File: src/rtl/if_pkg.sv
// if_pkg: shared constants and types for the instruction fetch stage.
package if_pkg;
    localparam logic [31:0] NOP_INSTR = 32'h0000_0013;
    localparam logic [31:0] DEFAULT_RESET_PC = 32'h0000_0000;
    typedef enum logic [1:0] {IDLE, REQ, WAIT, DROP} fetch_state_t;
    typedef struct packed {
        logic [31:0] pc;
        logic [31:0] instr;
    } fetch_entry_t;
endpackage

File: src/rtl/fetch_buf.sv
// fetch_buf: small in-order {pc, instr} buffer, DEPTH 1 or 2, with synchronous clear.
module fetch_buf
    import if_pkg::*;
#(
    parameter int DEPTH = 1
) (
    input  logic         clk,
    input  logic         rst,
    input  logic         clr,
    input  logic         push,
    input  logic         pop,
    input  fetch_entry_t din,
    output fetch_entry_t head,
    output logic         empty,
    output logic         full
);
    localparam int W = $bits(fetch_entry_t);
    logic [DEPTH*W-1:0] mem;
    logic [1:0] cnt, wr_idx;
    assign wr_idx = cnt - {1'b0, pop};
    assign head = mem[W-1:0];
    assign empty = cnt == 2'd0;
    assign full = cnt == 2'(DEPTH);
    // entry 0 is always the oldest; a pop shifts the rest down
    always_ff @(posedge clk or posedge rst)
        if (rst) begin
            cnt <= '0;
            mem <= '0;
        end else if (clr) begin
            cnt <= '0;
        end else begin
            cnt <= cnt + {1'b0, push} - {1'b0, pop};
            mem <= pop ? mem >> W : mem;
            if (push) mem[int'(wr_idx)*W +: W] <= din;
        end
endmodule

File: src/rtl/if_stage.sv
// if_stage: instruction fetch stage with one outstanding request and a fetch buffer.
// Define IF_PREFETCH_BUF_EN for a 2-entry prefetch buffer instead of a single holding register.
module if_stage
    import if_pkg::*;
#(
    parameter logic [31:0] RESET_PC = DEFAULT_RESET_PC
) (
    input  logic        clk,
    input  logic        rst,
    output logic        imem_req,
    output logic [31:0] imem_addr,
    input  logic        imem_gnt,
    input  logic        imem_rvalid,
    input  logic [31:0] imem_rdata,
    input  logic        hold,
    input  logic        redirect,
    input  logic [31:0] redirect_pc,
    input  logic        reboot,
    output logic [31:0] instr,
    output logic [31:0] pc_out,
    output logic        isinstruct_IF
);
`ifdef IF_PREFETCH_BUF_EN
    localparam int BUF_DEPTH = 2;
`else
    localparam int BUF_DEPTH = 1;
`endif
    localparam logic [31:0] RST_PC = {RESET_PC[31:2], 2'b00};
    fetch_state_t state;
    fetch_entry_t head, rsp;
    logic [31:0] pc, rsp_pc, tgt;
    logic flush, fire, accept, buf_empty, buf_full;
    assign flush = redirect | reboot;
    assign tgt = reboot ? RST_PC : redirect_pc & ~32'h3;
    assign imem_req = state == REQ && !buf_full;
    assign imem_addr = pc;
    assign fire = imem_req & imem_gnt;
    assign accept = imem_rvalid && state == WAIT && !flush;
    assign rsp = '{pc: rsp_pc, instr: imem_rdata};

    fetch_buf #(.DEPTH(BUF_DEPTH)) u_buf (
        .clk  (clk),
        .rst  (rst),
        .clr  (flush),
        .push (accept && (hold || !buf_empty)),
        .pop  (!flush && !hold && !buf_empty),
        .din  (rsp),
        .head (head),
        .empty(buf_empty),
        .full (buf_full)
    );

    // a grant coinciding with a redirect leaves a stale response to discard
    always_ff @(posedge clk or posedge rst)
        if (rst) begin
            state <= IDLE;
            pc <= RST_PC;
            rsp_pc <= '0;
        end else begin
            case (state)
                IDLE: state <= REQ;
                REQ: if (fire) state <= flush ? DROP : WAIT;
                WAIT: if (imem_rvalid) state <= REQ; else if (flush) state <= DROP;
                DROP: if (imem_rvalid) state <= REQ;
                default: state <= IDLE;
            endcase
            pc <= flush ? tgt : fire ? pc + 32'd4 : pc;
            if (fire) rsp_pc <= pc;
        end

    always_ff @(posedge clk or posedge rst)
        if (rst) begin
            instr <= NOP_INSTR;
            pc_out <= '0;
            isinstruct_IF <= 1'b0;
        end else if (flush || (!hold && buf_empty && !accept)) begin
            instr <= NOP_INSTR;
            pc_out <= '0;
            isinstruct_IF <= 1'b0;
        end else if (!hold) begin
            instr <= buf_empty ? imem_rdata : head.instr;
            pc_out <= buf_empty ? rsp_pc : head.pc;
            isinstruct_IF <= 1'b1;
        end
endmodule

File: config.mk
export PLATFORM = sky130hd
export DESIGN_NAME = if_stage
export DESIGN_NICKNAME = d
export VERILOG_FILES = /design/src/rtl/if_pkg.sv /design/src/rtl/fetch_buf.sv /design/src/rtl/if_stage.sv
export SDC_FILE = /design/constraint.sdc
export NUM_CORES = 1
export LEC_CHECK = 0
export CAP_MARGIN = 25
export CORE_MARGIN = 2
export CORE_UTILIZATION = 47
export DETAILED_ROUTE_END_ITERATION = 10
export MAX_ROUTING_LAYER = met4
export PLACE_DENSITY = 0.76
export RECOVER_POWER = 50
export SLEW_MARGIN = 40
export SYNTH_ARGS = -nofsm -noshare
export SYNTH_HDL_FRONTEND = slang
export SYNTH_HIERARCHICAL = 1
export SYNTH_SLANG_ARGS = --single-unit
File: constraint.sdc
create_clock -name clk -period 3.93 [get_ports clk]
set_clock_uncertainty 0.1 [all_clocks]
set_input_delay 0.786 -clock clk [delete_from_list [all_inputs] [get_ports clk]]
set_output_delay 0.786 -clock clk [all_outputs]
set_load 0.01 [all_outputs]
==> results of run 1 <==
## cell usage after synthesis, types with 5 or more instances
| library cell | n | area (sq um) |
|---|---|---|
| clkbuf_1 | 22 | 82.6 |
| ha_1 | 7 | 87.6 |
| nand2_1 | 114 | 428 |
| inv_1 | 12 | 45.0 |
| buf_12 | 6 | 120 |
| nand3_1 | 7 | 35.0 |
| mux2i_1 | 65 | 651 |
| o21ai_0 | 7 | 35.0 |
| a22o_2 | 56 | 561 |
| dfrtp_1 | 190 | 4750 |
| buf_1 | 13 | 48.8 |
| or3_1 | 5 | 31.3 |
| a211oi_1 | 15 | 113 |
| a22o_1 | 8 | 70.1 |
| buf_2 | 6 | 30.0 |
| nor3_1 | 7 | 35.0 |
| nor2_1 | 149 | 559 |
| nor4_1 | 5 | 31.3 |
| xnor2_1 | 20 | 175 |
| nand4_1 | 7 | 43.8 |
| a21oi_1 | 73 | 365 |
| buf_4 | 9 | 67.6 |
## routing by layer
metal / routed length, um / share of wire / vias up
li1: - / - / 3319
met1: 10400 / 0.48 / 3459
met2: 9800 / 0.45 / 244
met3: 1200 / 0.055 / 24
met4: 332 / 0.015 / 0
met5: 0 / 0 / -
## worst max-delay path, stage by stage
cell and delay (ns):
dlygate4sd3_1 0.58, nor2_1 0.29, clkinv_1 0.15, nor3_1 0.27, ha_1 0.23, xnor2_1 0.16, ha_1 0.19, and2_1 0.19
nor4b_4 0.31, buf_12 0.30, a22o_2 0.20
## placed cells by master, fill, tap and decap left out, drive strengths merged, types with 2 or more instances in the layout
cell type        n
xnor2           20
clkbuf          23
a311oi           2
nand2          114
dfrtp          190
nor4             8
and4             6
mux2i           65
o211ai           3
dlygate4sd3      3
mux2             3
nor2           149
a22o            64
inv             17
a21oi           73
or3              6
and2             3
buf             14
clkinv           7
nand3b           4
xor2             4
nand3            7
o21ai            7
conb             4
nand4            8
a211oi          17
dfstp            3
ha               7
clkdlybuf4s50  160
a22oi            2
clkinvlp         4
nor2b            2
nor3            10
and3             2
## through the flow
step	cell area [sq um]	hold slack [ns]	power [uW]	setup slack [ns]
2_1_floorplan	9050	0.369	2980	0.677
3_3_place_gp	10800	0.385	3320	0.323
3_5_place_dp	10800	0.390	3350	0.193
4_1_cts	11400	0.409	5090	0.643
5_1_grt	11300	0.421	5310	0.331
6_report	11300	0.402	5030	0.492
## state kept, by name, indices dropped and copies added (netlist names)
name,flops
u_buf/head,64
instr,32
pc_out,32
imem_addr,30
rsp_pc,30
state,2
u_buf/cnt,2
isinstruct_IF,1
## cells by family after synthesis
family          after synthesis  share of synthesized area
buf+inv                      74                     0.0496
fa+ha+maj                     7                    0.00969
mux                          68                     0.0758
simple gates                328                      0.164
flops                       193                      0.535
other cells                   1                   0.000415
compound gates              175                      0.142
xor+xnor                     24                     0.0233
## cell type report
type	instances	area (sq um)
clock buffers	17	425
clock inverters	15	171
fillers	1596	7420
inverters	14	53.8
multi-input cells	606	3780
flip-flops and latches	193	4830
well taps	234	293
repair buffers	183	1790
## path summary, 6_finish.rpt
path | startpoint | to | slack, ns | cells past startpoint
max in group asynchronous | rst | imem_addr[28] | 1.01 | 3
min in group asynchronous | rst | instr[24] | 0.98 | 2
worst min-delay path | rsp_pc[22] | rsp_pc[22] | 0.40 | 2
worst min register to register | rsp_pc[22] | rsp_pc[22] | 0.40 | 2
worst max-delay path | reboot | u_buf/head[43] | 0.49 | 11
worst max register to register | u_buf/cnt[1] | state[0] | 1.18 | 7
## where the power goes
group          total, uW  internal [uW]  switching, uW  leakage (uW)
logic                877            408            469       0.00248
registers           2430           2210            211       0.00262
clock network       1730            906            824      0.000282
==> flow_summary.json, run 1 <==
{
  "timing.final.crit_period_ns": 3.44,
  "outcome": "complete, but fails checks",
  "final_cells": 1262,
  "grt_use_met3": 0.0409,
  "cellPowerDensity_nw_per_um2": 444,
  "via_per_inst": 5.58,
  "die_h_um": 143,
  "clock_sinks": 193,
  "ant_nets": 0,
  "rsz0062_at_grt": "no",
  "grt_pass1_wl_um": 36100,
  "port_buffers": 164,
  "violations": "max-capacitance violations, max-slew violations",
  "ctsHoldBuffers": 0,
  "busiest_layer": "met1",
  "post-cts-setup-buffers": 0,
  "start_kind": "primary input",
  "cts_resized": 0,
  "cts_buffers": 17,
  "initialDrtViolationCount": 502,
  "async_reset_ff_frac": 1.00,
  "grt_use_met1": 0.339,
  "drt-total-wl_um": 21700,
  "period_share": 0.875,
  "cp.arrival_ns": 3.71,
  "vdd_drop_max_mv": 0.341,
  "post_route_cells_drive_above_1_share": 0.126,
  "synth-main-ff-cell": "dfrtp_1",
  "cts_max_path_buffers": 2,
  "seq_area_frac_synth": 0.535,
  "crit_path_end_kind": "flip-flop",
  "clockRootBuffer": "clkbuf_16",
  "path_clk_slew_ns": 0.07,
  "fin_util": 0.605,
  "dr.pass1.iters": 4,
  "maxCapViolations": 1,
  "dr_total_vias": 7046,
  "slew_headroom": -0.109,
  "start_util": 0.481,
  "area.growth.synth_to_final_pct": 25.6,
  "drc_errors": 0,
  "fin_nets": 1093,
  "grt_pass1_vias": 6889,
  "grt_start_max_net_pins": 83,
  "track_usage": 0.231,
  "antenna_found_initial": 0,
  "worstMarginPinSlew_ns": 1.66,
  "use_met2": 0.330,
  "grt_overflow": 0,
  "htreeDepth": 4,
  "gp_congestion": 0.849,
  "cts_tree": "yes",
  "leakage_uw": 0.00539,
  "worstHoldPathType": "flip-flop to flip-flop",
  "syn_area_per_cell_sq_um": 10.4,
  "worstPathMaxFanout": 58,
  "die_w_um": 143,
  "netlist_area_sq_um": 9030,
  "fin_tns_setup_ns": 0,
  "core_sq_um": 18800,
  "worstSkewPairLatency_ns": 0.43,
  "cp.required_ns": 4.21,
  "slew_viol_final": 67,
  "yosysUniqueCellTypes": 62,
  "die_area_sq_um": 20300,
  "setup_viol_count_final": 0,
  "finalHoldViolCount": 0,
  "num_rows": 50,
  "yosysWarnings": 6,
  "dpl.hpwl_um": 14200,
  "placed_cells": 1230,
  "syn-instance-count": 870,
  "criticalPathCategory": "primary input to flip-flop",
  "synth_edf_count": 0,
  "ys_ff_latch": 193,
  "fmax_ghz": 0.291,
  "io_pins": 169,
  "wl_per_cell_um": 17.2,
  "diodes": 0
}
(Power assumes the default switching activity.)
==> run 2, diff against run 1 <==
- GPL_TIMING_DRIVEN: default -> 0
- RECOVER_POWER: 50 -> default
==> flow_summary.json, run 2 (synthesis results as in run 1) <==
{
  "die_w_um": 143,
  "vdd_drop_max_mv": 0.301,
  "maxCapViolations": 0,
  "antenna_found_initial": 0,
  "htreeDepth": 4,
  "seqPwrFrac": 0.483,
  "worstSkewPairLatency_ns": 0.43,
  "diodes": 0,
  "cp.required_ns": 4.14,
  "grt_pass1_vias": 7035,
  "largest_reg_flops": 64,
  "grt_use_met1": 0.338,
  "netSwitchingFraction": 0.291,
  "cts_buffers": 17,
  "crit_path_end_kind": "flip-flop",
  "die_area_sq_um": 20300,
  "slew_viol_final": 0,
  "p_int_uw": 3570,
  "cp.arrival_ns": 3.85,
  "cts_max_path_buffers": 2,
  "io_pins": 169,
  "worstHoldPathType": "flip-flop to flip-flop",
  "start_kind": "primary input",
  "initialDrtViolationCount": 378,
  "finalHoldViolCount": 0,
  "timing.final.crit_period_ns": 3.64,
  "ant_nets": 0,
  "period_share": 0.926,
  "clock_sinks": 193,
  "num_rows": 50,
  "grt_pass1_wl_um": 37300,
  "criticalPathCategory": "primary input to flip-flop",
  "worstMarginPinSlew_ns": 0.833,
  "dpl.hpwl_um": 16500,
  "port_buffers": 163,
  "worstPathMaxFanout": 10,
  "placed_area_sq_um": 11200,
  "drt-total-wl_um": 22800,
  "busiest_layer": "met2",
  "outcome": "finished, final reports clean",
  "fin_nets": 1141,
  "fin_util": 0.627,
  "p_switching_uw": 1460,
  "layout_common_cells": "dfrtp_1 (190), clkdlybuf4s50_1 (163), nor2_1 (148)",
  "grt_use_met3": 0.0342,
  "gp_congestion": 0.913,
  "leakage_uw": 0.00559,
  "clockRootBuffer": "clkbuf_16",
  "rsz0062_at_grt": "no",
  "wl_per_cell_um": 17.4,
  "fin_tns_setup_ns": 0,
  "start_util": 0.481,
  "slew_headroom": 0.439,
  "finalWorstSetupSlack_ns": 0.292,
  "pwr-share-comb": 0.185,
  "final_common_cell": "dfrtp_1",
  "path_clk_slew_ns": 0.07,
  "use_met2": 0.369,
  "drc_errors": 0,
  "dp_slack_ns": -0.349,
  "setup_viol_count_final": 0,
  "dr_total_vias": 7200,
  "die_h_um": 143,
  "via_per_inst": 5.50,
  "core_sq_um": 18800,
  "dr.pass1.iters": 5,
  "power_frac_clock": 0.332,
  "cts_tree": "yes",
  "fin_area_sq_um": 11800,
  "grt_overflow": 0,
  "post_route_cells_drive_above_1_share": 0.137,
  "fmax_ghz": 0.275,
  "cellPowerDensity_nw_per_um2": 427,
  "grt_start_max_net_pins": 52,
  "track_usage": 0.241,
  "area.growth.synth_to_final_pct": 30.3
}
## run 2: area by class of cell
class / instances / area, sq um
Buffer: 60 / 395
Fill cell: 1528 / 7000
Sequential cell: 193 / 4830
Timing Repair Buffer: 171 / 1850
Multi-Input combinational cell: 606 / 3770
Tap cell: 234 / 293
Inverter: 14 / 65.1
Clock buffer: 20 / 457
Clock inverter: 12 / 109
## run 2: final timing paths
kind / start / end / slack (ns) / depth (start not counted)
max: hold / u_buf/head[34] / 0.29 / 12
min in group asynchronous: rst / u_buf/head[11] / 0.65 / 2
max in group asynchronous: rst / rsp_pc[17] / 2.25 / 5
min reg2reg: u_buf/head[1] / u_buf/head[1] / 0.40 / 1
max reg2reg: u_buf/cnt[1] / u_buf/head[34] / 0.41 / 12
min: u_buf/head[1] / u_buf/head[1] / 0.40 / 1
## run 2: power groups by stage
| stage | logic [uW] | clock network [uW] | registers (uW) |
|---|---|---|---|
| 6_report | 928 | 1670 | 2430 |
| 5_1_grt | 1040 | 1780 | 2460 |
| 4_1_cts | 935 | 1700 | 2430 |
| 3_5_place_dp | 923 | 0 | 2460 |
| 3_3_place_gp | 880 | 0 | 2450 |
| 2_1_floorplan | 571 | 0 | 2410 |
## run 2: metal layers
metal  wire [um]  vias up
li1            -     3409
met1       10800     3550
met2       10500      219
met3        1120       22
met4         309        0
met5           0        -
## run 2: repair_timing
action,4_1_cts,5_1_grt
resized for setup,0,2
buffers inserted,0,0
hold buffers,0,0
setup endpoints to repair,0,64
## run 2: metrics by stage
step,power [uW],hold slack (ns),std cells
after floorplan,2980,0.369,873
after CTS,5060,0.407,1310
final,5030,0.405,1310
after global placement,3330,0.384,1270
after global routing,5290,0.411,1310
after detailed placement,3390,0.389,1278
## run 2: worst max-delay path, cell delays in order
cell and delay, ns:
clkbuf_1 0.45, clkbuf_1 0.47, clkbuf_1 0.46, nor3_1 0.14, ha_1 0.25, xnor2_1 0.23
ha_1 0.19, and2_1 0.14, o21bai_1 0.06, buf_2 0.21, buf_4 0.21, a22o_2 0.27
==> run 3, diff against run 2 <==
- CAP_MARGIN: 25 -> 20
- CORE_UTILIZATION: 47 -> 49
- CTS_BUF_LIST: default -> sky130_fd_sc_hd__clkbuf_4 sky130_fd_sc_hd__clkbuf_8
- PLACE_DENSITY: 0.76 -> 0.79
==> flow_summary.json, run 3 (synthesis results as in run 1) <==
{
  "outcome": "finished, final reports clean",
  "grt_pass1_wl_um": 37400,
  "worstSkewPairLatency_ns": 0.48,
  "rsz0062_at_grt": "no",
  "ff2ff_setup_slack_ns": 0.33,
  "criticalPathCategory": "primary input to flip-flop",
  "reg2reg_from": "u_buf/cnt[1]",
  "final_common_cell": "dfrtp_1",
  "timing.final.crit_period_ns": 3.82,
  "drc_errors": 0,
  "num_rows": 49,
  "clock_sinks": 193,
  "largest_reg_flops": 64,
  "grt_start_max_net_pins": 50,
  "clockRootBuffer": "clkbuf_8",
  "cp.arrival_ns": 4.08,
  "port_buffers": 163,
  "placed_cells": 1271,
  "total_power_uw": 4540,
  "use_met2": 0.369,
  "fin_nets": 1139,
  "path_clk_slew_ns": 0.09,
  "grt_use_met1": 0.352,
  "cp.required_ns": 4.19,
  "leakage_uw": 0.00545,
  "ctsHoldBuffers": 0,
  "io_pins": 169,
  "grt_pass1_vias": 7027,
  "dpl.hpwl_um": 16600,
  "r2r_end": "u_buf/head[51]",
  "max_stage_delay_ns": 0.58,
  "cellPowerDensity_nw_per_um2": 396,
  "cts_max_path_buffers": 2,
  "htreeDepth": 4,
  "diodes": 0,
  "die_w_um": 140,
  "critPathTopFamily": "buffers and inverters",
  "post-cts-setup-buffers": 0,
  "path_buf_inv": 4,
  "slew_viol_final": 0,
  "ant_nets": 0,
  "vdd_drop_max_mv": 0.228,
  "cpMostUsedCell": "ha_1",
  "hold_ws_ns": 0.409,
  "core_sq_um": 18000,
  "setup_viol_count_final": 0,
  "worstMarginPinSlew_ns": 0.787,
  "hold_path_depth": 1,
  "final_cells": 1303,
  "r2r_cells": 12,
  "slew_headroom": 0.475,
  "grt_overflow": 0,
  "antenna_found_initial": 0,
  "cts_buffers": 17,
  "area.growth.synth_to_final_pct": 27.0,
  "worstPathMaxFanout": 12,
  "start_kind": "primary input",
  "grt_use_met3": 0.0372,
  "die_h_um": 140,
  "dr.pass1.iters": 5,
  "post_route_cells_drive_above_1_share": 0.135,
  "min_from": "u_buf/head[0]",
  "worstHoldPathType": "flip-flop to flip-flop",
  "path_cells": "clkdlybuf4s50_1, nor2_1, clkinv_2, nor3_1, ha_1, xnor2_1, ha_1, and2_1, o21bai_1, buf_2, buf_4, a22o_2",
  "crit_slowest_cell": "nor2_1",
  "layout_common_cells": "dfrtp_1 (190), clkdlybuf4s50_1 (163), nor2_1 (149)",
  "period_share": 0.973,
  "fmax_ghz": 0.262,
  "gp_congestion": 0.901,
  "drt-total-wl_um": 22800,
  "cts_tree": "yes",
  "via_per_inst": 5.55,
  "placed_area_sq_um": 11100,
  "crit_path_end_kind": "flip-flop",
  "fin_util": 0.636,
  "maxCapViolations": 0,
  "start_util": 0.501,
  "holdPathEnd": "u_buf/head[0]",
  "track_usage": 0.246,
  "finalHoldViolCount": 0,
  "wl_per_cell_um": 17.5,
  "busiest_layer": "met2",
  "initialDrtViolationCount": 540,
  "dr_total_vias": 7233,
  "fin_area_sq_um": 11500,
  "die_area_sq_um": 19500
}
==> run 3: cell count changes in the layout (fill, tap and decap cells not counted), moves of 2 or more <==
cell       previous run  this run
clkbuf_16            17         0
clkbuf_8              3        20
buf_16                8         2
buf_12                6        10
clkbuf_4              0         2
==> run 3: layout make-up <==
type                            instances  area (sq um)
Tap cell                              229           287
Inverter                               14          62.6
Clock inverter                         11          83.8
Clock buffer                           21           277
Timing Repair Buffer                  169          1770
Sequential cell                       193          4830
Fill cell                            1463          6560
Multi-Input combinational cell        606          3760
Buffer                                 60           395
==> run 3: worst reg2reg max path, stage by stage (launching register included) <==
cell      delay [ns]
dfrtp_1         0.41
nor2_1          0.14
clkbuf_1        0.51
clkbuf_1        0.59
nor3_1          0.18
ha_1            0.25
xnor2_1         0.24
ha_1            0.20
and2_1          0.14
o21bai_1        0.06
buf_2           0.20
buf_4           0.20
a22o_2          0.27
==> run 3: per-layer routing <==
metal  share of wire  routed length [um]
met1            0.47               10600
met2            0.46               10400
met3           0.059                1360
met4           0.018                 408
met5               0                   0
==> run 3: worst max-delay path by stage <==
stage	slack, ns	from	cells after the start	end
floorplan	0.68	hold	12	u_buf/head[1]
CTS	0.19	reboot	12	u_buf/head[28]
finish	0.11	reboot	12	u_buf/head[51]
detailed placement	-0.51	reboot	12	u_buf/head[32]
global placement	-0.40	reboot	12	u_buf/head[29]
global route	0.01	reboot	12	u_buf/head[41]
==> run 3: repair_timing <==
action,in CTS,in global routing
setup endpoints to repair,6,0
endpoints found under the hold margin,0,0
gates resized for setup,1,0
==> run 3: metrics by stage <==
step / TNS, ns / setup slack (ns)
after global routing: 0 / 0.0117
final: 0 / 0.107
after detailed placement: -30.81 / -0.510
after global placement: -24.17 / -0.398
after CTS: 0 / 0.195
after floorplan: 0 / 0.677
==> run 3: power by group <==
part / internal (uW) / switching (uW)
combinational: 431 / 491
clock: 488 / 709
sequential: 2210 / 213
==> RTL change, RTL diff (config.mk and constraints of run 3) <==
Encoding of `fetch_state_t`: now one-hot (4 bits for 4 states).
--- a/src/rtl/if_pkg.sv
+++ b/src/rtl/if_pkg.sv
@@ -4,3 +4,3 @@
     localparam logic [31:0] DEFAULT_RESET_PC = 32'h0000_0000;
-    typedef enum logic [1:0] {IDLE, REQ, WAIT, DROP} fetch_state_t;
+    typedef enum logic [3:0] {IDLE = 4'b0001, REQ = 4'b0010, WAIT = 4'b0100, DROP = 4'b1000} fetch_state_t;
     typedef struct packed {
Behaviour: no difference found for any inputs over 4 cycles, from zero or initial values and one cycle with rst high; so few cycles prove little.
==> RTL change against run 3 <==
Area after synthesis fell by 1.5%. Register-to-register slack gained 580 ps. Setup slack better by 290 ps. Total power is 3.8% lower. Global-route usage increased by 0.44 points. Sequential cell count increased by 2. Clock power grew 13%. Routed wire length rose by 0.60%. Design area decreased by 0.41%. Critical path type unchanged. Highest routed layer unchanged.
==> RTL change: results (changes against run 3) <==
- Status: finished clean
- Vias in the first global route: 6,991 (-0.51%)
- XOR/XNOR share of the synthesized area: 1.67% (-0.65 points)
- Post-cts resize count: 1 (unchanged)
- Switching Share: 29.6% (-1.5 points)
- Worst Hold Launch: pc_out[23]
- Slew @ Worst Pin: 760 ps (-27.2 ps)
- Ys async rst share: 100% (unchanged)
- Final Non-Filler Cells: 1,256 (-3.6%)
- Post-synth top cells: dfrtp_1, nand2_1, mux2i_1, a22o_2, o21ai_0
- TritonRoute pass-1 iters: 5 (unchanged)
- Crit-path max cell delay: 510 ps (-70 ps)
- Reg clk slew, reported paths: 90 ps (about the same)
- Global-route wire length before repair: 37,800 um (+1.1%)
- # port buffers: 163 (unchanged)
- Setup Fix Bufs, Post-CTS: 0 (unchanged)
- Area after DPL: 11,000 um^2 (-0.87%)
- Gate power share: 15.3% (-5.0 points)
- Seq pwr share: 53.9% (+0.5 points)
- Worst Hold Margin: 385 ps (-24.0 ps)
- Compound-Gate Fraction of Synth Area: 15.4% (+1.2 points)
- Share of cells above drive strength 1: 14.2% (+0.72 points)
- Final hold vios: 0 (unchanged)
- Routed len/inst: 18.3 um (+4.4%)
- R2R Setup Slk: 910 ps (+580 ps)
- Largest net degree at the start of global routing: 36 (-28%)
- WHS Path Cells: 2 (+1)
- Slowest CP cell: clkdlybuf4s50_1
- Critical path's top delay family: buffers and inverters
- GRT Overall Usage: 25.1% (+0.44 points)
- Hold Crit Class: flop to flop
- Synth Area in Adders: 0.562% (-0.41 points)
- CP Max Fanout: 16 (+4)
- CP endpoint: u_buf/head[46]
- Hold Path End: pc_out[23]
- Max FFs per register: 64 (unchanged)
- Via density: 5.62 (+1.2%)
- Placed cells: 1,225 (-3.6%)
- Worst-case vdd ir drop: 0.241 mV (+6.1%)
- Worst-Skew Late Latency: 470 ps
- Final net count: 1,089 (-4.4%)
- Post-synthesis mux area share: 7.25% (-0.32 points)
- H-tree levels: 4 (unchanged)
- Seq/Total Area, Yosys: 54.9% (+1.4 points)
- Sw Pwr: 1.30 mW (-8.3%)
- Gpl congestion: 0.843 (-6.5%)
- Worst R2R Path Depth: 10 (-2)
- Clock tree buffer depth: 2 (unchanged)
- Warnings, synthesis: 6 (unchanged)
- TritonCTS Buffers: 17 (unchanged)
- DRT iter0 DRCs: 609 (+13%)
- Mean Syn Cell Area: 10.8 um^2 (+4.2%)
- Placed wire-length estimate: 16,600 um (about the same)
- Synth top area cells: dfrtp_1, nand2_1, mux2i_1, a22o_2, o21ai_0
- # diodes: 0 (unchanged)
- Synth cell types: 65 (+4.8%)
- Crit path launch: redirect
- Leakage: 5.41 nW (-0.75%)
[RTL change: cell types whose count changed after synthesis, sizes merged, moves of 4 or more]
cell,run 3,this run
mux2i,65,60
nand4,8,15
clkbuf,23,31
nand2,114,180
a21oi,73,13
nor2,149,28
and3,2,6
buf,35,27
o21ai,7,69
nand3,7,12
a211oi,17,11
xnor2,20,14
[RTL change: per-stage QoR]
stage / TNS, ps / worst slack, ps / util, %
floorplan: 0 / 601 / -
global placement: -36580 / -574 / 60.5
detailed placement: -37190 / -609 / 61.5
CTS: 0 / 94.3 / 63.8
global route: 0 / 171 / 63.8
finish: 0 / 394 / 63.8
[RTL change: routing by layer]
metal  wire (um)  GRT usage [%]
met1       10600           35.0
met2       10600           37.4
met3        1240           4.80
met4         459           8.24
met5           0              -
[RTL change: cell type report]
cell class              instances  area, um^2
clock inverters                13         149
flip-flops and latches        195        4880
multi-input cells             562        3630
fillers                      1443        6480
repair buffers                170        1800
clock buffers                  19         255
well taps                     229         287
inverters                      11        50.0
plain buffers                  57         367
